<file path="src/rtl/wb_port_arbiter_pkg.sv">
// Shared types for the write-back port arbiter: queue entry layout, grant encoding and a
// register-index one-hot helper.
package wb_port_arbiter_pkg;

    localparam int unsigned WB_AW = 5;
    localparam int unsigned WB_DW = 64;

    typedef struct packed {
        logic             young;
        logic [WB_AW-1:0] waddr;
        logic [WB_DW-1:0] wdata;
    } wb_entry_t;

    typedef enum logic [1:0] {
        G_NONE = 2'd0,
        G_FIFO = 2'd1,
        G_LSU  = 2'd2
    } grant_e;

    function automatic logic [31:0] reg_onehot(input logic [WB_AW-1:0] addr);
        reg_onehot = 32'd1 << addr;
    endfunction

endpackage

</file>
<file path="src/rtl/wb_order_fifo.sv">
// In-order EXU result queue. Each entry carries a young bit marking it as younger than the
// outstanding load; all young bits can be cleared in one cycle when that load retires.
module wb_order_fifo
    import wb_port_arbiter_pkg::*;
#(
    parameter int unsigned DEPTH = 4
) (
    input  logic                          clk,
    input  logic                          rst_n,
    input  logic                          flush,
    input  logic                          push,
    input  wb_entry_t                     push_entry,
    input  logic                          pop,
    input  logic                          clear_young,
    output logic                          head_valid,
    output wb_entry_t                     head,
    output logic [$clog2(DEPTH):0]        count,
    output logic [DEPTH-1:0]              valid_vec,
    output logic [DEPTH-1:0][WB_AW-1:0]   waddr_vec
);

    localparam int unsigned PW = $clog2(DEPTH);
    localparam int unsigned CW = PW + 1;

    logic [PW-1:0]    rptr_q, wptr_q;
    logic [CW-1:0]    count_q;
    logic [DEPTH-1:0] young_q, young_d;
    logic [WB_AW-1:0] waddr_q [DEPTH];
    logic [WB_DW-1:0] wdata_q [DEPTH];
    logic [PW-1:0]    idx;

    // An entry pushed in the same cycle as the load retires is already older than any new load.
    always_comb begin
        young_d = clear_young ? '0 : young_q;
        if (push) begin
            young_d[wptr_q] = push_entry.young & ~clear_young;
        end
    end

    always_ff @(posedge clk or negedge rst_n) begin
        if (!rst_n) begin
            rptr_q  <= '0;
            wptr_q  <= '0;
            count_q <= '0;
            young_q <= '0;
        end else if (flush) begin
            rptr_q  <= '0;
            wptr_q  <= '0;
            count_q <= '0;
            young_q <= '0;
        end else begin
            if (push) wptr_q <= wptr_q + 1'b1;
            if (pop)  rptr_q <= rptr_q + 1'b1;
            count_q <= count_q + CW'(push) - CW'(pop);
            young_q <= young_d;
        end
    end

    always_ff @(posedge clk) begin
        if (push && !flush) begin
            waddr_q[wptr_q] <= push_entry.waddr;
            wdata_q[wptr_q] <= push_entry.wdata;
        end
    end

    always_comb begin
        idx = '0;
        for (int i = 0; i < DEPTH; i++) begin
            idx          = PW'(i);
            valid_vec[i] = {1'b0, idx - rptr_q} < count_q;
            waddr_vec[i] = waddr_q[i];
        end
    end

    assign head_valid = (count_q != '0);
    assign head.young = young_q[rptr_q];
    assign head.waddr = waddr_q[rptr_q];
    assign head.wdata = wdata_q[rptr_q];
    assign count      = count_q;

endmodule

</file>
<file path="src/rtl/wb_port_arbiter.sv">
// Arbitrates the single regfile write port between queued EXU results and one outstanding load,
// retiring writes in program order and exporting a pending-write mask for hazard detection.
module wb_port_arbiter
    import wb_port_arbiter_pkg::*;
#(
    parameter int unsigned DEPTH = 4,
    parameter int unsigned AW    = WB_AW,
    parameter int unsigned DW    = WB_DW
) (
    input  logic          clk,
    input  logic          rst_n,
    input  logic          flush_i,
    input  logic          exu_valid_i,
    output logic          exu_ready_o,
    input  logic [AW-1:0] exu_waddr_i,
    input  logic [DW-1:0] exu_wdata_i,
    input  logic          lsu_issue_i,
    input  logic          lsu_valid_i,
    output logic          lsu_ready_o,
    input  logic [AW-1:0] lsu_waddr_i,
    input  logic [DW-1:0] lsu_wdata_i,
    output logic          reg_we_o,
    output logic [AW-1:0] reg_waddr_o,
    output logic [DW-1:0] reg_wdata_o,
    output logic [31:0]   pend_mask_o,
    output logic          ld_pend_o
);

    localparam int unsigned CW = $clog2(DEPTH) + 1;

    logic                        ld_pend_q, ld_pend_d;
    logic                        reg_we_q;
    logic [AW-1:0]               reg_waddr_q;
    logic [DW-1:0]               reg_wdata_q;
    grant_e                      grant;
    logic                        push, pop, clear_young;
    wb_entry_t                   push_entry, head;
    logic                        head_valid;
    logic [CW-1:0]               count;
    logic [DEPTH-1:0]            valid_vec;
    logic [DEPTH-1:0][WB_AW-1:0] waddr_vec;
    logic [31:0]                 pend_mask;

    assign exu_ready_o = (count < CW'(DEPTH)) && !flush_i;
    // Writes to x0 are handshaken but never occupy the queue.
    assign push        = exu_valid_i && exu_ready_o && (exu_waddr_i != '0);

    assign push_entry.young = ld_pend_q;
    assign push_entry.waddr = exu_waddr_i;
    assign push_entry.wdata = exu_wdata_i;

    always_comb begin
        grant = G_NONE;
        if (!flush_i) begin
            if (head_valid && !head.young) begin
                grant = G_FIFO;
            end else if (lsu_valid_i) begin
                grant = G_LSU;
            end
        end
    end

    assign pop         = (grant == G_FIFO);
    assign clear_young = (grant == G_LSU);
    assign lsu_ready_o = (grant == G_LSU);

    wb_order_fifo #(
        .DEPTH (DEPTH)
    ) u_fifo (
        .clk         (clk),
        .rst_n       (rst_n),
        .flush       (flush_i),
        .push        (push),
        .push_entry  (push_entry),
        .pop         (pop),
        .clear_young (clear_young),
        .head_valid  (head_valid),
        .head        (head),
        .count       (count),
        .valid_vec   (valid_vec),
        .waddr_vec   (waddr_vec)
    );

    // A new issue in the retiring cycle keeps the load-pending state set.
    always_comb begin
        ld_pend_d = ld_pend_q;
        if (flush_i) begin
            ld_pend_d = 1'b0;
        end else if (grant == G_LSU) begin
            ld_pend_d = lsu_issue_i;
        end else if (lsu_issue_i) begin
            ld_pend_d = 1'b1;
        end
    end

    always_ff @(posedge clk or negedge rst_n) begin
        if (!rst_n) begin
            ld_pend_q <= 1'b0;
        end else begin
            ld_pend_q <= ld_pend_d;
        end
    end

    always_ff @(posedge clk or negedge rst_n) begin
        if (!rst_n) begin
            reg_we_q    <= 1'b0;
            reg_waddr_q <= '0;
            reg_wdata_q <= '0;
        end else begin
            unique case (grant)
                G_FIFO: begin
                    reg_we_q    <= 1'b1;
                    reg_waddr_q <= head.waddr;
                    reg_wdata_q <= head.wdata;
                end
                G_LSU: begin
                    reg_we_q    <= (lsu_waddr_i != '0);
                    reg_waddr_q <= lsu_waddr_i;
                    reg_wdata_q <= lsu_wdata_i;
                end
                default: reg_we_q <= 1'b0;
            endcase
        end
    end

    always_comb begin
        pend_mask = '0;
        for (int i = 0; i < DEPTH; i++) begin
            if (valid_vec[i]) pend_mask |= reg_onehot(waddr_vec[i]);
        end
        if (reg_we_q) pend_mask |= reg_onehot(reg_waddr_q);
        pend_mask[0] = 1'b0;
    end

    assign reg_we_o    = reg_we_q;
    assign reg_waddr_o = reg_waddr_q;
    assign reg_wdata_o = reg_wdata_q;
    assign pend_mask_o = pend_mask;
    assign ld_pend_o   = ld_pend_q;

    a_single_load: assert property (@(posedge clk) disable iff (!rst_n)
        !(lsu_issue_i && ld_pend_q && (grant != G_LSU) && !flush_i))
        else $error("lsu_issue_i while a load is already outstanding");

endmodule
</file>
<file path="config.mk">
export PLATFORM = sky130hd
export DESIGN_NAME = wb_port_arbiter
export DESIGN_NICKNAME = d
export VERILOG_FILES = /design/src/rtl/wb_port_arbiter_pkg.sv /design/src/rtl/wb_order_fifo.sv /design/src/rtl/wb_port_arbiter.sv
export SDC_FILE = /design/constraint.sdc
export NUM_CORES = 1
export LEC_CHECK = 0
export BUFFER_PORTS_ARGS = -buffer_cell sky130_fd_sc_hd__buf_4
export CAP_MARGIN = 0
export CORE_AREA = 2 2 189 191
export CTS_CLUSTER_DIAMETER = 80
export DETAILED_ROUTE_END_ITERATION = 10
export DIE_AREA = 0 0 191 193
export PLACE_DENSITY = 0.65
export SLEW_MARGIN = 20
export SYNTH_ARGS = -nofsm -noshare
export SYNTH_HDL_FRONTEND = slang
export SYNTH_HIERARCHICAL = 1
export SYNTH_SLANG_ARGS = --single-unit
</file>
<file path="constraint.sdc">
create_clock -name clk -period 3.95 [get_ports clk]
set_input_delay 0 -clock clk [delete_from_list [all_inputs] [get_ports clk]]
set_output_delay 0 -clock clk [all_outputs]
set_load 0.05 [all_outputs]
</file>
# == Word-level counts from Yosys, hierarchy flattened ==
# Memories as Yosys holds them, arrays and structs flattened.
# Index checks and enable logic that the tools add are counted.
# word_totals
regBits,82
ramBits,276
inputBits,144
output_inout_bits,105
mem_count,2
# op_classes
addsub,8
magnitude_cmp,8
eq_ne,2
shifts,5
mux,29
bitwise,6
n_reduce_logical,15
# memory_table
name,depth,word_bits,read_ports,rd_ports_with_merged_regs,write_ports,line_no,text
u_fifo.wdata_q,4,64,1,0,1,wb_order_fifo.sv:29,logic [WB_DW-1:0] wdata_q [DEPTH];
u_fifo.waddr_q,4,5,5,0,1,wb_order_fifo.sv:28,logic [WB_AW-1:0] waddr_q [DEPTH];
# ops
op,n
$mux W32,5
$shl A1 B5 Y32 const A,5
$or A32 B32 Y32,4
$pmux W64 S2,1
$mux W2,7
$lt A2 B3 Y1,4
$mux W4,3
$pmux W5 S2,1
$reduce_bool A5 Y1,2
$mux W1,7
$logic_and A1 B1 Y1,6
$lt A2 B3 Y1 const B,2
$reduce_bool A2 Y1,3
$reduce_bool A3 Y1,2
$add A2 B1 Y2 const B,2
$bwmux W4,1
$sub A1 B2 Y2 const A,2
$sub A2 B2 Y2 const A,2
$add A3 B1 Y3,1
$lt A3 B3 Y1 const B,1
$mux W3,1
$sub A3 B1 Y3,1
$bmux W1 S2,1
$demux W1 S2,1
7 further kinds,8

# == Longest topological paths before layout ==
# Gate-level depths: netlist of the first run.
# depth
word_depth,12
mapped_depth,15
ltp_nobuf,13

# == By module ==
# Netlist of the first run, hierarchy kept.
# modules_own_cells
module,n_inst,cells_each,area_per_inst_um2,seq_area_each_um2
wb_order_fifo,1,438,10749.1,8563.2
wb_port_arbiter,1,531,4715.8,1776.7

# == Worst setup path after synthesis of the first run ==
# OpenSTA, ideal clock, no wires.
# synth_path
kind,reg2reg
from,"register u_fifo.count_q[2], in the netlist u_fifo/count[2]"
to,memory u_fifo.waddr_q[0][0] (enable)
t_arrival_ps,3503
t_required_ps,3515
slack_ps,12
stages_incl_launch_ff,7
n_path_buf,1
synth_period_minus_slack_ps,3938
cell_sequence,dfrtp_1 -> nor2_1 -> nand2_1 -> a21oi_1 -> clkbuf_1 -> nor2b_1 -> and2_1
# synth_via
elab_chain_len,7
# synth_lines
element,line_no,text
start: declaration,wb_order_fifo.sv:26,logic [CW-1:0] count_q;
start signal: assignment,wb_order_fifo.sv:54,count_q <= count_q + CW'(push) - CW'(pop);
$lt A3 B3 Y1,wb_port_arbiter.sv:44,assign exu_ready_o = (count < CW'(DEPTH)) && !flush_i;
$logic_and A1 B1 Y1,wb_port_arbiter.sv:44,
net exu_ready_o,wb_port_arbiter.sv:14,"output logic exu_ready_o,"
$logic_and A1 B1 Y1 (2 in a row),wb_port_arbiter.sv:46,assign push = exu_valid_i && exu_ready_o && (exu_waddr_i != '0);
net push,wb_port_arbiter.sv:36,"logic push, pop, clear_young;"
$logic_and A1 B1 Y1,wb_order_fifo.sv:60,if (push && !flush) begin
$mux W1,wb_order_fifo.sv:60,
$mux W1 (implied by the code),wb_order_fifo.sv:61,waddr_q[wptr_q] <= push_entry.waddr;
end: declaration,wb_order_fifo.sv:28,
# The timed path passes the listed nets, and every way through them passes these cells.

# == Final worst setup path of the first run ==
# layout_path
from,register u_fifo.rptr_q[1]
to,output port pend_mask_o[17]
# layout_via
elab_cells_between_ends,17
classes_between,4 x add/sub; 4 x order compare; 5 x mux; 4 x bitwise
# layout_lines
element,line_no,text
start: declaration,wb_order_fifo.sv:25,"logic [PW-1:0] rptr_q, wptr_q;"
start signal: assignment,wb_order_fifo.sv:53,if (pop) rptr_q <= rptr_q + 1'b1;
$sub A1 B2 Y2 (*),wb_order_fifo.sv:70,"valid_vec[i] = {1'b0, idx - rptr_q} < count_q;"
$lt A2 B3 Y1 (*),wb_order_fifo.sv:70,
net valid_vec[1],wb_port_arbiter.sv:40,logic [DEPTH-1:0] valid_vec;
$mux W32 (*),wb_port_arbiter.sv:129,if (valid_vec[i]) pend_mask |= reg_onehot(waddr_vec[i]);
$or A32 B32 Y32,wb_port_arbiter.sv:129,
$mux W32 (*),wb_port_arbiter.sv:129,
$or A32 B32 Y32,wb_port_arbiter.sv:129,
$mux W32 (*),wb_port_arbiter.sv:129,
$or A32 B32 Y32,wb_port_arbiter.sv:131,if (reg_we_q) pend_mask |= reg_onehot(reg_waddr_q);
$mux W32 (*),wb_port_arbiter.sv:131,
end: declaration,wb_port_arbiter.sv:25,"output logic [31:0] pend_mask_o,"
# Mark *: on every way through the listed nets, which the timed path passes. The rest lies on a longest branch.

==> flow_summary_export.csv, run 1 <==
group,metric,value,unit
drt,dr.pass1.iters,7,
global_routing,antenna_found_initial,0,
min_path,hp-class,"in2reg",
timing,maxSlewViolCount,0,
worst_setup_path,crit_path_cell_trace,"inv_1 -> ha_1 -> a21oi_1 -> o21bai_1 -> nand4b_1 -> o32ai_1 -> or3_1 -> buf_4",
power,leakage,7.571,nW
layout,syn_to_final_growth,32.34,%
placement,place.gp.congestion,0.8796,
timing,layout_min_cycle_time,3.288,ns
worst_setup_path,crit_required,3.95,ns
min_path,hold_depth,5,
drt,antenna_left,0,
floorplan,start_util,0.4423,
worst_setup_path,r2r_start,"u_fifo/rptr_q[0]$_DFFE_PN0P_",
power,p_int,0.008232,W
placement,dpl.hpwl,24.99,mm
timing,max_freq,304.1,MHz
layout,layout.nets,1521,
drt,drc_errors,0,
floorplan,dieArea,0.03686,sq mm
layout,regArea,0.01035,sq mm
logic_synthesis,ys_async_sr_fraction,0.2291,
drt,routed_wl,39.00,mm
logic_synthesis,synth_top_area_frac,0.5359,
timing,rsz0062_at_grt,"no",
worst_setup_path,crit_fanout,24,
logic_synthesis,synth_common_cells,"edfxtp_1, nand2_1, dfrtp_1",
drt,viasPerCell,5.464,
power,comb_power_share,0.356,
clock_network,cts_setup_buffers,0,
floorplan,die_y,193,microns
power,ir_drop,0.0004863,V
logic_synthesis,yosys-top-cells-area,"edfxtp_1, dfrtp_1, mux4_2, mux2i_1, o21ai_0",
power,finalPower,0.01295,W
power,swShare,0.3641,
drt,wire_per_inst,21.01,microns
floorplan,num_rows,69,
global_routing,grt_pass1_wl,59.15,mm
timing,fin_crit_sh,0.8324,
min_path,min_from,"lsu_valid_i",
timing,tightest_slew,0.9094,ns
clock_network,cts_root_buf,"clkbuf_16",
clock_network,worstSkewPairLatency,0.53,ns
clock_network,tritoncts,"built",
min_path,worstHoldEndpoint,"reg_we_o$_DFF_PN0_",
floorplan,core,0.03496,sq mm
floorplan,die_w,191,microns
logic_synthesis,synth_flop_cell,"edfxtp_1",
worst_setup_path,rr_worst_depth,13,
logic_synthesis,synth.avg_cell_area,15.96,sq um
worst_setup_path,crit_path_top_delay_cell,"dfrtp_4",
global_routing,grt_max_degree,79,
global_routing,grtUsageTotal,0.2103,
layout,multi_input_area,0.004795,sq mm
floorplan,io-pin-count,249,
worst_setup_path,endpoint_kind,"output port",
logic_synthesis,ys_seq_area_frac,0.6686,
clock_network,cts_max_level,2,
logic_synthesis,synth_top_area_cell,"edfxtp_1",
clock_network,cts.sinks,358,
logic_synthesis,netlist_area,0.01546,sq mm
logic_synthesis,synth_cells,969,
timing,setup_tns,0,ns
clock_network,cts_hold_buf,142,
logic_synthesis,synth_fp_nets,1126,
drt,via_count,10140,
power,p_switching,0.004714,W
placement,pre_cts_slack,0.8744,ns
worst_setup_path,worstSetupPathType,"reg2out",
timing,clock_skew,0.01480,ns
drt,drt_iter0_drc,736,
job,maxCapViolCount,0,
clock_network,clockBufferDepth,3,
worst_setup_path,reg2reg_to,"u_fifo/count[2]$_DFF_PN0_",
logic_synthesis,synth-edff-count,276,
power,clockPowerShare,0.267,
global_routing,grt_pass1_vias,10270,
clock_network,cts_resized,0,
timing,final-setup-viol-count,0,
worst_setup_path,regToRegSetupSlack,0.89,ns
logic_synthesis,synth-seq-cells,358,
timing,final.setup.worst_slack,0.6621,ns
global_routing,overflow,0,
worst_setup_path,cp-start-kind,"flop",
run_status,status,"completed",
layout,nFillCells,2766,
worst_setup_path,arrival,3.29,ns
power,power_frac_seq,0.377,
timing,finalHoldViolCount,0,
clock_network,path_clk_slew,0.06,ns
placement,portBuffers,247,
worst_setup_path,slowest_delay,0.66,ns
clock_network,cts_buffers,39,
layout,fin_util,0.5853,
power,powerDensity,632.6,mW/mm^2
timing,slew_headroom,0.3937,
logic_synthesis,synth_most_common_cell,"edfxtp_1",
logic_synthesis,synth_cell_types,45,
logic_synthesis,ys_warn_count,6,
layout,final_layout_size_suffix_gt1_frac,0.2999,
==> metal layers <==
| metal | share of wire | GRT usage |
|---|---|---|
| met1 | 0.43 | 0.2884 |
| met2 | 0.49 | 0.3453 |
| met3 | 0.060 | 0.03638 |
| met4 | 0.023 | 0.06649 |
| met5 | 0 | 0 |
==> power by group through the flow <==
| stage | Clock (W) | Combinational (W) | Sequential (W) |
|---|---|---|---|
| final | 0.00346 | 0.00461 | 0.00488 |
| after global routing | 0.00369 | 0.00496 | 0.00493 |
| after CTS | 0.00355 | 0.00465 | 0.00487 |
| after detailed placement | 0 | 0.00453 | 0.00493 |
| after global placement | 0 | 0.00448 | 0.00493 |
| after floorplan | 0 | 0.00212 | 0.00602 |
==> cell families (layout without fill, tap and decap cells) <==
kind of cell	Yosys count	count (layout)	share of synthesized area
buf+inv	64	489	0.02362
xor+xnor	6	6	0.003398
mux	144	144	0.1498
simple gates	245	245	0.08940
other cells	1	2	0.0002425
fa+ha+maj	13	13	0.01100
flops	358	358	0.6686
compound gates	138	138	0.05388
==> cell usage in the layout (no fill, tap or decap), drive strengths merged, types with 6 or more instances in the layout <==
cell type and count:
clkbuf 48, nand2 90, nand2b 12, inv 14, nand4b 14, a21oi 7, nor2 26, nor2b 12
and4bb 13, a32oi 8, dlygate4sd3 142, o22ai 23, nand4 6, ha 12, nand3 19, o32ai 6
edfxtp 276, mux4 70, o21ai 70, buf 264, clkinv 18, nor3 14, dfrtp 82, mux2i 74
or3 13, a22oi 21
==> how the worst max path moves through the flow <==
stage / startpoint / slack [ns] / endpoint
floorplan: u_fifo/count[2]$_DFF_PN0_ / 0.01 / u_fifo/waddr_q[0][0]$_DFFE_PP_
global placement: u_fifo/rptr_q[0]$_DFFE_PN0P_ / 0.91 / u_fifo/count[2]$_DFF_PN0_
detailed placement: u_fifo/rptr_q[0]$_DFFE_PN0P_ / 0.87 / u_fifo/count[2]$_DFF_PN0_
CTS: u_fifo/rptr_q[1]$_DFFE_PN0P_ / 0.66 / pend_mask_o[17]
global route: u_fifo/rptr_q[1]$_DFFE_PN0P_ / 0.50 / pend_mask_o[17]
finish: u_fifo/rptr_q[1]$_DFFE_PN0P_ / 0.66 / pend_mask_o[17]
==> final cells by class <==
| type | instances | area share |
|---|---|---|
| antenna | 1 | 0.0001223 |
| clock buffer | 48 | 0.05142 |
| clock inverter | 23 | 0.008253 |
| inverter | 12 | 0.002201 |
| multi-input combinational | 547 | 0.2343 |
| sequential | 358 | 0.5056 |
| tap | 461 | 0.02818 |
| timing repair buffer | 406 | 0.1700 |
==> sequential cells by signal (all words and copies together) (netlist names) <==
signal,flops
ld_pend_o,1
reg_waddr_o,5
reg_wdata_o,64
reg_we_o,1
u_fifo/count,3
u_fifo/rptr_q,2
u_fifo/waddr_q,20
u_fifo/wdata_q,256
u_fifo/wptr_q,2
u_fifo/young_q,4
==> worst max-delay path, delay by kind of cell (launching register included) <==
| kind | cells | cell delay, ns |
|---|---|---|
| AOI/OAI and AO/OA | 3 | 0.89 |
| adders and majority gates | 1 | 0.32 |
| buffers and inverters | 2 | 0.33 |
| DFF | 1 | 0.66 |
| and+or+nand+nor | 2 | 0.55 |
==> stage by stage <==
step           cell area [sq um]  hold slack [ns]  cells
5_1_grt                    20460           0.1269   1855
3_3_place_gp               17820           0.1815   1642
6_report                   20470          0.09997   1856
3_5_place_dp               17820           0.1831   1642
4_1_cts                    20460          0.06994   1855
2_1_floorplan              15460          -0.2956    969
Power figures use the tool's default switching activity.
==> inputs of run 2 (changes only) <==
--- a/config.mk
+++ b/config.mk
@@ -11,7 +11,7 @@
 export CTS_CLUSTER_DIAMETER = 80
 export DETAILED_ROUTE_END_ITERATION = 10
 export DIE_AREA = 0 0 191 193
-export PLACE_DENSITY = 0.65
+export PLACE_DENSITY = 0.68
 export SLEW_MARGIN = 20
 export SYNTH_ARGS = -nofsm -noshare
 export SYNTH_HDL_FRONTEND = slang
==> constraint.sdc (replaced) <==
create_clock -name clk -period 2.9 [get_ports clk]
set_input_delay 0 -clock clk [delete_from_list [all_inputs] [get_ports clk]]
set_output_delay 0 -clock clk [all_outputs]
set_load 0.05 [all_outputs]
==> flow_summary_export.csv, run 2 (synthesized netlist as in run 1, its figures left out) <==
group,metric,value,unit
run_status,failed_checks,"negative setup slack",
global_routing,grt_pass1_vias,10570,
worst_setup_path,cp-start-kind,"flop",
layout,final_common_cell,"edfxtp_1",
layout,largest_reg_flops,256,
global_routing,grt_pass1_wl,59.86,mm
drt,viasPerCell,5.417,
layout,syn_to_final_growth,36.42,%
global_routing,overflow,0,
timing,fin_crit_sh,1.025,
power,comb_power_share,0.368,
worst_setup_path,crit_path_cell_trace,"buf_12 -> xor2_4 -> inv_2 -> ha_4 -> a21oi_2 -> or2_4 -> nand4b_1 -> nor3_2 -> or4_4 -> buf_8",
timing,max_freq,336.6,MHz
global_routing,groute.layer.met1.usage,0.2851,
drt,wire_per_inst,20.76,microns
timing,final.setup.worst_slack,-0.07105,ns
power,p_int,0.01185,W
floorplan,core,0.03496,sq mm
global_routing,grt_max_degree,67,
timing,setup_tns,-0.1730,ns
power,power_frac_seq,0.361,
drt,drt_iter0_drc,671,
clock_network,cts_max_level,2,
job,maxCapViolCount,0,
drt,drc_errors,0,
worst_setup_path,slowest_delay,0.56,ns
global_routing,met2_usage,0.3524,
clock_network,worstSkewPairLatency,0.52,ns
run_status,status,"finished with violations",
clock_network,tritoncts,"built",
timing,clock_skew,0.01165,ns
placement,portBuffers,247,
global_routing,met3_usage,0.04145,
layout,layout.nets,1549,
drt,via_count,10210,
layout,largest_register,"u_fifo/wdata_q",
min_path,hp-class,"in2reg",
floorplan,num_rows,69,
timing,tightest_slew,0.9777,ns
clock_network,clockBufferDepth,3,
clock_network,cts.sinks,358,
placement,place.gp.congestion,0.8968,
timing,maxSlewViolCount,0,
timing,fin_hold_ws,0.1165,ns
floorplan,start_util,0.4423,
power,leakage,7.806,nW
timing,layout_min_cycle_time,2.971,ns
global_routing,grt.busiest_layer,"met2",
floorplan,dieArea,0.03686,sq mm
power,ir_drop,0.0006107,V
clock_network,cts_buffers,39,
layout,nFillCells,2645,
drt,antenna_left,0,
global_routing,grtUsageTotal,0.2122,
layout,final_layout_size_suffix_gt1_frac,0.3347,
power,p_switching,0.006544,W
worst_setup_path,crit_fanout,8,
worst_setup_path,endpoint_kind,"output port",
worst_setup_path,crit_required,2.90,ns
floorplan,die_w,191,microns
timing,finalHoldViolCount,0,
timing,rsz0062_at_grt,"yes",
drt,routed_wl,39.14,mm
floorplan,die_y,193,microns
layout,final_cell_mix,"edfxtp_1, buf_4, dlygate4sd3_1",
timing,slew_headroom,0.3482,
drt,dr.pass1.iters,6,
worst_setup_path,worstSetupPathType,"reg2out",
floorplan,io-pin-count,249,
worst_setup_path,arrival,2.97,ns
clock_network,path_clk_slew,0.06,ns
global_routing,antenna_found_initial,2,
power,powerDensity,872.0,mW/mm^2
placement,dpl.hpwl,24.40,mm
worst_setup_path,crit_path_top_delay_cell,"or4_4",
power,swShare,0.3557,
clock_network,cts_root_buf,"clkbuf_16",
timing,final-setup-viol-count,7,
power,clockPowerShare,0.271,
## run 2: cell count changes in the layout (fill, tap and decap cells not counted), moves of 6 or more
cell and change:
or3_1 -6, buf_6 +12, clkbuf_8 +6, or3_4 +6
## run 2: power groups by stage
stage	Clock [W]	Sequential [W]	Combinational, W
after floorplan	0	0.00820	0.00289
after global placement	0	0.00670	0.00620
after detailed placement	0	0.00670	0.00628
after CTS	0.00512	0.00661	0.00654
after global routing	0.00533	0.00671	0.00723
final	0.00499	0.00664	0.00677
## run 2: per-stage QoR
stage / area (sq um) / worst slack [ns] / util / instances / power [W]
global placement: 17950 / 0.07125 / 0.5135 / 1653 / 0.01289
finish: 21100 / -0.07105 / 0.6034 / 1885 / 0.01840
CTS: 20810 / -0.05189 / 0.5950 / 1872 / 0.01827
global route: 21100 / -0.1614 / 0.6034 / 1885 / 0.01926
floorplan: 15470 / -0.2817 / - / 969 / 0.01108
detailed placement: 17950 / 0.04407 / 0.5135 / 1653 / 0.01298
## run 2: final timing paths
kind                                         startpoint                            to  slack [ns]  cells after the start
min reg2reg                 reg_wdata_o[44]$_DFFE_PN0P_   reg_wdata_o[44]$_DFFE_PN0P_        0.48                      2
max in group asynchronous                         rst_n   reg_wdata_o[48]$_DFFE_PN0P_        1.96                      3
min in group asynchronous                         rst_n    reg_wdata_o[1]$_DFFE_PN0P_        0.16                      2
min                                         exu_valid_i  u_fifo/wptr_q[0]$_DFFE_PN0P_        0.12                      6
max                        u_fifo/rptr_q[0]$_DFFE_PN0P_               pend_mask_o[18]       -0.07                     10
max reg2reg                u_fifo/rptr_q[0]$_DFFE_PN0P_     u_fifo/count[2]$_DFF_PN0_           0                     14
## run 2: area by class of cell
type,instances,area (sq um),share of cell area
sequential,358,10350,0.4905
multi-input combinational,548,4961,0.2351
timing repair buffer,433,3844,0.1822
clock buffer,58,1150,0.05450
tap,461,576.8,0.02734
clock inverter,13,168.9,0.008006
inverter,12,45.04,0.002135
antenna,2,5.005,0.0002372
## run 2: what timing repair did
| item | CTS | global route |
|---|---|---|
| setup buffers | 7 | 10 |
| hold endpoints to repair | 407 | 0 |
| setup endpoints to repair | 32 | 31 |
| hold buffers | 141 | 0 |
| pin swaps | 5 | 17 |
| resized for setup | 13 | 45 |
| cloned | 0 | 1 |
## run 2: layer usage
layer | vias up | part of all wire
met4 | 0 | 0.024
li1 | 4674 | -
met3 | 66 | 0.072
met5 | - | 0
met2 | 415 | 0.49
met1 | 5056 | 0.41
## run 2: worst max-delay path, delay by kind of cell (launching register included)
family	cells	cell delay (ns)
buffers and inverters	3	0.37
DFF	1	0.49
AOI/OAI and AO/OA	1	0.04
adders and majority gates	1	0.27
xor gates and xnor gates	1	0.17
and+or+nand+nor	4	1.10
